[config.mk]
export PLATFORM = sky130hd
export DESIGN_NAME = alu_unit
export DESIGN_NICKNAME = d
export VERILOG_FILES = /design/src/rtl/alu_pkg.sv /design/src/rtl/alu_addsub.sv /design/src/rtl/alu_unit.sv
export SDC_FILE = /design/constraint.sdc
export NUM_CORES = 1
export LEC_CHECK = 0
export CELL_PAD_IN_SITES_DETAIL_PLACEMENT = 1
export CELL_PAD_IN_SITES_GLOBAL_PLACEMENT = 2
export CORE_ASPECT_RATIO = 0.9
export CORE_MARGIN = 8
export CORE_UTILIZATION = 30
export CTS_BUF_LIST = sky130_fd_sc_hd__clkbuf_8
export DETAILED_ROUTE_END_ITERATION = 7
export GPL_TIMING_DRIVEN = 1
export PLACE_DENSITY = 0.84
export RECOVER_POWER = 50
export SYNTH_ARGS = -nofsm -noshare
export SYNTH_HDL_FRONTEND = slang
export SYNTH_SLANG_ARGS = --single-unit
[constraint.sdc]
create_clock -name clk -period 0.8 [get_ports clk]
set_clock_uncertainty 0.2 [all_clocks]
set_input_delay 0.16 -clock clk [delete_from_list [all_inputs] [get_ports clk]]
set_output_delay 0.16 -clock clk [all_outputs]
set_load 0.02 [all_outputs]
[src/rtl/alu_pkg.sv]
// rtl/alu_pkg.sv - shared operation encoding, flag positions and flag packing for alu_unit
package alu_pkg;

    // Operation select as carried on the control port.
    typedef enum logic [1:0] {
        ALU_ADD = 2'b00,
        ALU_SUB = 2'b01,
        ALU_AND = 2'b10,
        ALU_OR  = 2'b11
    } alu_op_e;

    // Bit positions inside the 4-bit {N,Z,C,V} flags vector.
    localparam int FLAG_N = 3;
    localparam int FLAG_Z = 2;
    localparam int FLAG_C = 1;
    localparam int FLAG_V = 0;

    // Places the four condition bits at their fixed positions.
    function automatic logic [3:0] pack_flags(
        input logic n,
        input logic z,
        input logic cf,
        input logic v
    );
        logic [3:0] f;
        f         = '0;
        f[FLAG_N] = n;
        f[FLAG_Z] = z;
        f[FLAG_C] = cf;
        f[FLAG_V] = v;
        return f;
    endfunction

endpackage

[src/rtl/alu_addsub.sv]
// rtl/alu_addsub.sv - shared adder/subtractor: a + (b ^ {WIDTH{sub}}) + sub with carry and overflow
module alu_addsub #(
    parameter int WIDTH = 32
) (
    input  logic [WIDTH-1:0] a,
    input  logic [WIDTH-1:0] b,
    input  logic             sub,
    output logic [WIDTH-1:0] sum,
    output logic             cout,
    output logic             ovf
);

    logic [WIDTH-1:0] b_eff;
    logic [WIDTH:0]   sum_ext;

    // Subtraction reuses the adder: invert b and inject the +1 as the carry-in.
    always_comb begin
        b_eff   = b ^ {WIDTH{sub}};
        sum_ext = {1'b0, a} + {1'b0, b_eff} + {{WIDTH{1'b0}}, sub};
        sum     = sum_ext[WIDTH-1:0];
        cout    = sum_ext[WIDTH];
        // Signed overflow: both adder inputs share a sign the result does not.
        ovf     = (a[WIDTH-1] == b_eff[WIDTH-1]) && (sum_ext[WIDTH-1] != a[WIDTH-1]);
    end

endmodule

[src/rtl/alu_unit.sv]
// rtl/alu_unit.sv - integer ALU with NZCV flags, registered outputs unless ALU_COMB_OUT_EN is defined
module alu_unit
    import alu_pkg::*;
#(
    parameter int WIDTH = 32
) (
    input  logic             clk,
    input  logic             reset,
    input  logic [WIDTH-1:0] a,
    input  logic [WIDTH-1:0] b,
    input  logic [1:0]       control,
    output logic [WIDTH-1:0] c,
    output logic [3:0]       flags
);

    alu_op_e          op;
    logic             sub;
    logic [WIDTH-1:0] as_sum;
    logic             as_cout;
    logic             as_ovf;
    logic [WIDTH-1:0] res_next;
    logic             c_next;
    logic             v_next;
    logic [3:0]       flags_next;

    assign op  = alu_op_e'(control);
    assign sub = (op == ALU_SUB);

    alu_addsub #(
        .WIDTH (WIDTH)
    ) u_addsub (
        .a    (a),
        .b    (b),
        .sub  (sub),
        .sum  (as_sum),
        .cout (as_cout),
        .ovf  (as_ovf)
    );

    // Operation mux; logic ops clear C and V, N and Z always follow the result.
    always_comb begin
        res_next = '0;
        c_next   = 1'b0;
        v_next   = 1'b0;
        case (op)
            ALU_ADD, ALU_SUB: begin
                res_next = as_sum;
                c_next   = as_cout;
                v_next   = as_ovf;
            end
            ALU_AND: res_next = a & b;
            ALU_OR:  res_next = a | b;
            default: res_next = '0;
        endcase
        flags_next = pack_flags(res_next[WIDTH-1], (res_next == '0), c_next, v_next);
    end

`ifdef ALU_COMB_OUT_EN
    logic unused_clk_reset;
    assign unused_clk_reset = clk ^ reset;
    assign c     = res_next;
    assign flags = flags_next;
`else
    // Result and flags load together every edge so they can never be skewed.
    always_ff @(posedge clk or negedge reset) begin
        if (!reset) begin
            c     <= '0;
            flags <= '0;
        end else begin
            c     <= res_next;
            flags <= flags_next;
        end
    end
`endif

endmodule

=== Word-level counts from Yosys, hierarchy flattened ===
Index checks and enable logic that the tools add are counted.
W data, S select, Z words.

* Flip-flop bits (word level): 36
* Input bits: 68

* $add $sub $neg: 2
* Mux-type cells: 3
* Bitwise gates (word level): 3
* Equal/unequal tests: 5
* Reduce and logical (&&, ||, !) cells: 4

{| class="wikitable"
|+ Operators by type and width
! kind !! count
|-
| $pmux W32 S3 || 1
|-
| $add A32 B32 Y33 || 1
|-
| $add A33 B1 Y33 || 1
|-
| $and A32 B32 Y32 || 1
|-
| $logic_not A32 Y1 || 1
|-
| $or A32 B32 Y32 || 1
|-
| $xor A32 B32 Y32 || 1
|-
| $eq A2 B2 Y1 const B || 2
|-
| $eq A2 B1 Y1 const B || 1
|-
| $logic_not A2 Y1 || 1
|-
| $mux W1 || 2
|-
| $reduce_or A2 Y1 || 1
|-
| $eq A1 B1 Y1 || 1
|-
| $logic_and A1 B1 Y1 || 1
|-
| $ne A1 B1 Y1 || 1
|}

=== Depth between registers and ports, before layout ===
* Depth after elaboration: 7
* Gate-level depth with buffers: 19
* Mapped depth without buffers: 15

=== By module ===
From an unflattened synthesis, not the netlist that was laid out.

* Cells, all modules: 507
* Area total of the unflattened synthesis: 3951.3 µm²

{| class="wikitable"
|+ Modules (own cells, without submodules)
! module !! cells an instance !! area an instance (µm²) !! instances
|-
| alu_addsub || 315 || 2232.1 || 1
|-
| alu_unit || 192 || 1719.1 || 1
|}

=== Least setup slack after synthesis ===
No wires, ideal clock.

* Kind: input to register
* From: input control[0]
* To: register flags[2]
* Path buffers: 5
* Setup time: 96 ps
* Setup slack: -4358 ps
* Stages: 18
* Arrival time: 4863 ps
* Path through: buf_2 > buf_1 > clkbuf_1 > buf_1 > nand2_1 > buf_1 > xnor2_1 > ha_1 > a21oi_4 > nand2_2 > o21a_4 > a211o_4 > a21oi_1 > nor3_1 > or4_1 > or4b_1 > or4_1 > nor4_2

* Cells in the longest elaborated chain, start to end: 6
* Elaborated cells on any way between the ends: 10
* Those cells by class: add/sub (2); eq/ne (3); mux (1); bitwise (1); reduce/logical (3)

{| class="wikitable"
|+ RTL lines
! what !! line !! RTL
|-
| from (decl) || alu_unit.sv:11 || <nowiki>input logic [1:0] control,</nowiki>
|-
| $eq A2 B1 Y1 || alu_unit.sv:27, alu_unit.sv:45 ||
|-
| $xor A32 B32 Y32 || alu_addsub.sv:18 || <nowiki>b_eff = b ^ {WIDTH{sub}};</nowiki>
|-
| $add A32 B32 Y33 || alu_addsub.sv:19 || <nowiki>sum_ext = {1'b0, a} + {1'b0, b_eff} + {{WIDTH{1'b0}}, sub};</nowiki>
|-
| $add A33 B1 Y33 || alu_addsub.sv:19 ||
|-
| $pmux W32 S3 * || alu_unit.sv:45 || <nowiki>case (op)</nowiki>
|-
| $logic_not A32 Y1 * || alu_unit.sv:55 || <nowiki>flags_next = pack_flags(res_next[WIDTH-1], (res_next == '0), c_next, v_next);</nowiki>
|-
| named net flags_next[2] || alu_unit.sv:24 || <nowiki>logic [3:0] flags_next;</nowiki>
|-
| to (signal assigned) || alu_unit.sv:71 || <nowiki>flags <= flags_next;</nowiki>
|-
| to (decl) || alu_unit.sv:13 || <nowiki>output logic [3:0] flags</nowiki>
|}

The timed path passes the listed nets; every way through them passes the cells marked *.

=== Worst setup path in the final report ===
* From: input a[7]
* To: register flags[2]

* Cells in the longest elaborated chain, start to end: 4
* Elaborated cells on any way between the ends: 6
* Those cells by class: add/sub (2); mux (1); bitwise (2); reduce/logical (1)

{| class="wikitable"
|+ RTL lines
! what !! line !! RTL
|-
| from (decl) || alu_unit.sv:9 || <nowiki>input logic [WIDTH-1:0] a,</nowiki>
|-
| $add A32 B32 Y33 || alu_addsub.sv:19 ||
|-
| $add A33 B1 Y33 || alu_addsub.sv:19 ||
|-
| $pmux W32 S3 || alu_unit.sv:45 ||
|-
| named net res_next[12] || alu_unit.sv:21 || <nowiki>logic [WIDTH-1:0] res_next;</nowiki>
|-
| $logic_not A32 Y1 || alu_unit.sv:55 ||
|-
| named net flags_next[2] || alu_unit.sv:24 ||
|}

The timed path passes the listed nets, and every way through them passes these cells.

==> report_table.html <==
<table>
<tr><th>Metric</th><th>Value</th></tr>
<tr><th colspan="2">Run status</th></tr>
<tr><td>Status</td><td>finished, violations left</td></tr>
<tr><td>Failing checks</td><td>negative setup slack</td></tr>
<tr><th colspan="2">Power</th></tr>
<tr><td>Switching power summed over all nets</td><td>5.86 mW</td></tr>
<tr><td>Peak supply drop</td><td>713 uV</td></tr>
<tr><td>Logic pwr share</td><td>70.8%</td></tr>
<tr><td>Lkg Pwr</td><td>3.45 nW</td></tr>
<tr><td>Proportion of power drawn by flip-flops and latches</td><td>16.4%</td></tr>
<tr><td>Proportion of total power due to net switching</td><td>42.7%</td></tr>
<tr><td>P per Cell Area</td><td>1700 mW/mm^2</td></tr>
<tr><td>Int Power</td><td>7.85 mW</td></tr>
<tr><td>Part of the power in the clock network</td><td>12.8%</td></tr>
<tr><th colspan="2">STA</th></tr>
<tr><td>Final worst-path cycle share</td><td>516%</td></tr>
<tr><td>Maximum operating frequency</td><td>0.242 GHz</td></tr>
<tr><td>Shortest clock period the worst path allows after layout</td><td>4.13 ns</td></tr>
<tr><td>Setup ws final</td><td>-3.33 ns</td></tr>
<tr><td>Worst-case headroom to the max-slew limit</td><td>63.8%</td></tr>
<tr><td>Setup TNS Final</td><td>-79.94 ns</td></tr>
<tr><td>Final max-slew violation count</td><td>0</td></tr>
<tr><td>Number of hold violations in the final report</td><td>0</td></tr>
<tr><td>Unrepaired setup endpoints after global routing</td><td>yes</td></tr>
<tr><td>Count of final setup violators</td><td>71</td></tr>
<tr><td>Transition at the pin with the smallest max-transition slack</td><td>0.543 ns</td></tr>
<tr><th colspan="2">Layout</th></tr>
<tr><td>Final design utilization</td><td>61.7%</td></tr>
<tr><td>Number of inserted filler cells in the final layout</td><td>1426</td></tr>
<tr><td>Synth-to-Final Area Change</td><td>104%</td></tr>
<tr><td>NumNets Final</td><td>871</td></tr>
<tr><td>Share of post-route cells with drive strength above 1</td><td>53.6%</td></tr>
<tr><th colspan="2">Synthesis</th></tr>
<tr><td>Post-Syn Nets</td><td>571</td></tr>
<tr><td>Cells after synthesis</td><td>467</td></tr>
<tr><td>Number of warning messages in the yosys log</td><td>0</td></tr>
<tr><td>Area of the mapped netlist</td><td>0.00397 mm^2</td></tr>
<tr><td>Average cell area after synthesis</td><td>8.50 um^2</td></tr>
<tr><td>Most used DFF post-synth</td><td>dfrtp_1</td></tr>
<tr><td>Synth Register Bits</td><td>35</td></tr>
<tr><td>Number of distinct library cells after synthesis</td><td>71</td></tr>
<tr><td>Synth async-reset ratio</td><td>100%</td></tr>
<tr><td>Fraction of the yosys area taken by sequential cells</td><td>22.1%</td></tr>
<tr><td>Post-synth EDFFs</td><td>0</td></tr>
<tr><th colspan="2">Drt</th></tr>
<tr><td>Antenna Nets Post-Route</td><td>0</td></tr>
<tr><td>Per-cell routed wire length</td><td>27.6 um</td></tr>
<tr><td>DRT Pass-1 Iters</td><td>4</td></tr>
<tr><td>Via count</td><td>5580</td></tr>
<tr><td>Drc violations</td><td>0</td></tr>
<tr><td>DRT iter0 DRCs</td><td>428</td></tr>
<tr><td>Sum of routed wire length over all layers</td><td>25.9 mm</td></tr>
<tr><td>Detail-routed via count per cell</td><td>5.96</td></tr>
<tr><th colspan="2">Die</th></tr>
<tr><td>Floorplan die area</td><td>0.0172 mm^2</td></tr>
<tr><td>IO Pins</td><td>104</td></tr>
<tr><td>Standard-cell row count</td><td>40</td></tr>
<tr><td>Total core area</td><td>0.0131 mm^2</td></tr>
<tr><td>Chip Height</td><td>125 um</td></tr>
<tr><td>Starting density of the core</td><td>30.3%</td></tr>
<tr><td>Die width</td><td>137 um</td></tr>
<tr><th colspan="2">Critical path</th></tr>
<tr><td>Crit-path cells</td><td>clkdlybuf4s50_1 -&gt; ha_4 -&gt; a21oi_4 -&gt; nand2_2 -&gt; o21a_4 -&gt; buf_6 -&gt; a2111oi_4 -&gt; nor3_2 -&gt; nand4bb_1 -&gt; or4_1 -&gt; or4b_1 -&gt; or4_4 -&gt; nor4_4</td></tr>
<tr><td>Critical Path End</td><td>flags[2]</td></tr>
<tr><td>Critical path buffers and inverters</td><td>2</td></tr>
<tr><td>Type of element capturing the critical path</td><td>register</td></tr>
<tr><td>Stages on the worst setup path</td><td>13</td></tr>
<tr><td>Critical Path Slowest Stage Cell</td><td>or4b_1</td></tr>
<tr><td>Startpoint-to-endpoint class of the critical path</td><td>primary input to register</td></tr>
<tr><td>Critical path startpoint category</td><td>primary input</td></tr>
<tr><td>Top Family by Delay on Critical Path</td><td>simple AND/OR/NAND/NOR gates</td></tr>
<tr><td>Arrival time of data at the critical path endpoint</td><td>4.13 ns</td></tr>
<tr><td>Top fanout value on the critical path</td><td>3</td></tr>
<tr><td>CP max stage delay</td><td>0.58 ns</td></tr>
<tr><td>Required time reported for the critical path endpoint</td><td>0.81 ns</td></tr>
<tr><td>Worst setup path startpoint</td><td>a[7]</td></tr>
<tr><th colspan="2">Clocking</th></tr>
<tr><td>CTS Buffer Depth</td><td>2</td></tr>
<tr><td>CTS clock-pin slew for the worst setup and hold paths</td><td>0.08 ns</td></tr>
<tr><td>Number of buffers inserted during clock tree synthesis</td><td>5</td></tr>
<tr><td>CTS sink count</td><td>35</td></tr>
<tr><td>Clock root buffer</td><td>clkbuf_8</td></tr>
<tr><td>Total number of H-tree levels</td><td>2</td></tr>
<tr><td>CTS tree</td><td>built</td></tr>
<tr><th colspan="2">Flow run</th></tr>
<tr><td>Max-capacitance violation count</td><td>0</td></tr>
<tr><th colspan="2">Placed design</th></tr>
<tr><td>Port Buffer Count</td><td>103</td></tr>
<tr><td>Placer Congestion</td><td>0.888</td></tr>
<tr><td>Minimum setup slack after placement</td><td>-3.78 ns</td></tr>
<tr><td>HPWL after DPL</td><td>13.6 mm</td></tr>
<tr><th colspan="2">GRT</th></tr>
<tr><td>Antenna violations before repair</td><td>1</td></tr>
<tr><td>Global-route wire length before repair</td><td>30.7 mm</td></tr>
<tr><td>Pin count of the biggest net entering global routing</td><td>56</td></tr>
<tr><td>GRT Resource Usage Total</td><td>22.5%</td></tr>
<tr><td>Total grt overflow</td><td>0</td></tr>
<tr><td>Number of global-route vias before repair</td><td>5666</td></tr>
<tr><th colspan="2">Min path</th></tr>
<tr><td>Class of the tightest hold or removal check</td><td>primary input to asynchronous set/reset pin</td></tr>
</table>
-- cell usage after synthesis, types with 5 or more instances --
| library cell | count | area share [%] |
|---|---|---|
| maj3_1 | 26 | 6.6 |
| nand2_1 | 47 | 4.4 |
| o21a_1 | 5 | 0.95 |
| o211ai_1 | 5 | 0.95 |
| a21o_1 | 11 | 2.1 |
| o21ai_0 | 26 | 3.3 |
| o21ai_1 | 7 | 0.88 |
| o31ai_1 | 6 | 1.1 |
| xnor2_1 | 41 | 9.0 |
| a211oi_1 | 8 | 1.5 |
| nor2_1 | 26 | 2.5 |
| xor2_1 | 7 | 1.5 |
| o21bai_1 | 5 | 0.95 |
| buf_1 | 5 | 0.47 |
| dfrtp_1 | 35 | 22 |
| nor3_1 | 13 | 1.6 |
| clkbuf_1 | 7 | 0.66 |
| a21oi_1 | 41 | 5.2 |
| ha_1 | 35 | 11 |
| inv_1 | 9 | 0.85 |
| nand3_1 | 13 | 1.6 |
-- state kept, by name, indices dropped and copies added (netlist names) --
| name | cells |
|---|---|
| flags | 3 |
| c | 32 |
-- kinds of logic after synthesis --
kind of cell	count (synthesis)	synth area share [%]
AO/OA/AOI/OAI	155	27.4
XOR/XNOR	48	10.6
adder cells (fa/ha/maj)	63	18.4
buffers and inverters	27	3.47
flip-flops	35	22.1
multiplexers	2	0.567
AND/OR/NAND/NOR	137	17.6
-- repair_timing --
| item | 4_1_cts | 5_1_grt |
|---|---|---|
| cloned | 1 | 1 |
| endpoints found under the setup margin | 71 | 71 |
| hold endpoints to repair | 0 | 0 |
| hold buffers | 0 | 0 |
| pin swaps | 40 | 50 |
| setup buffers | 22 | 30 |
| resized for setup | 321 | 130 |
-- placed cells by master, fill, tap and decap left out, drive strengths merged, types with 4 or more instances in the layout --
cell type and instances:
o31ai 6, or3 4, xor2 7, clkbuf 7
inv 9, a211oi 8, and3 7, or4 4
o21ai 33, dlygate4sd2 8, o211ai 7, o21bai 5
clkdlybuf4s50 51, a21o 13, o21a 6, a21oi 44
nor2 26, xnor2 41, maj3 27, a21boi 6
buf 246, nand3 13, nand2 49, ha 35
nor3 13, dfrtp 35
-- metrics by stage --
stage | instance area, um^2 | power [mW] | hold slack, ns | instances
after floorplan | 4250 | 5.47 | -0.336 | 467
final | 8080 | 13.7 | 0.0443 | 937
after global routing | 8080 | 14.1 | 0.0711 | 937
after CTS | 7260 | 11.5 | 0.0323 | 911
after global placement | 6520 | 8.61 | 0.352 | 881
after detailed placement | 6520 | 8.87 | 0.358 | 881
-- worst min-delay path by stage --
stage,to,slack [ns]
finish,flags[2],0.04
global route,c[0],0.07
CTS,flags[2],0.03
detailed placement,c[0],0.36
global placement,c[0],0.35
floorplan,c[0],-0.34
-- final cells by class --
type	count	area, um^2	area share [%]
Inverter	9	46.3	0.573
Sequential cell	35	877	10.8
Antenna cell	1	2.50	0.0310
Timing Repair Buffer	310	2870	35.4
Clock inverter	2	35.0	0.433
Tap cell	168	210	2.60
Multi-Input combinational cell	406	3970	49.0
Clock buffer	6	82.6	1.02
-- routing by layer --
| layer | global-route usage (%) | routed length [um] | vias to the layer above | share of wire, % |
|---|---|---|---|---|
| li1 | - | - | 2337 | - |
| met1 | 26.2 | 9440 | 2776 | 36 |
| met2 | 39.7 | 12900 | 325 | 50 |
| met3 | 3.04 | 1650 | 142 | 6.4 |
| met4 | 10.2 | 1900 | 0 | 7.3 |
| met5 | 0 | 0 | - | 0 |
-- power groups by stage --
stage               Sequential (mW)  Clock, mW  Combinational [mW]
floorplan                      2.60          0                2.87
global placement               2.20          0                6.42
detailed placement             2.21          0                6.65
CTS                            2.25       1.74                7.49
global route                   2.27       1.85                10.0
finish                         2.25       1.76                9.70
Power figures use the tool's default switching activity.
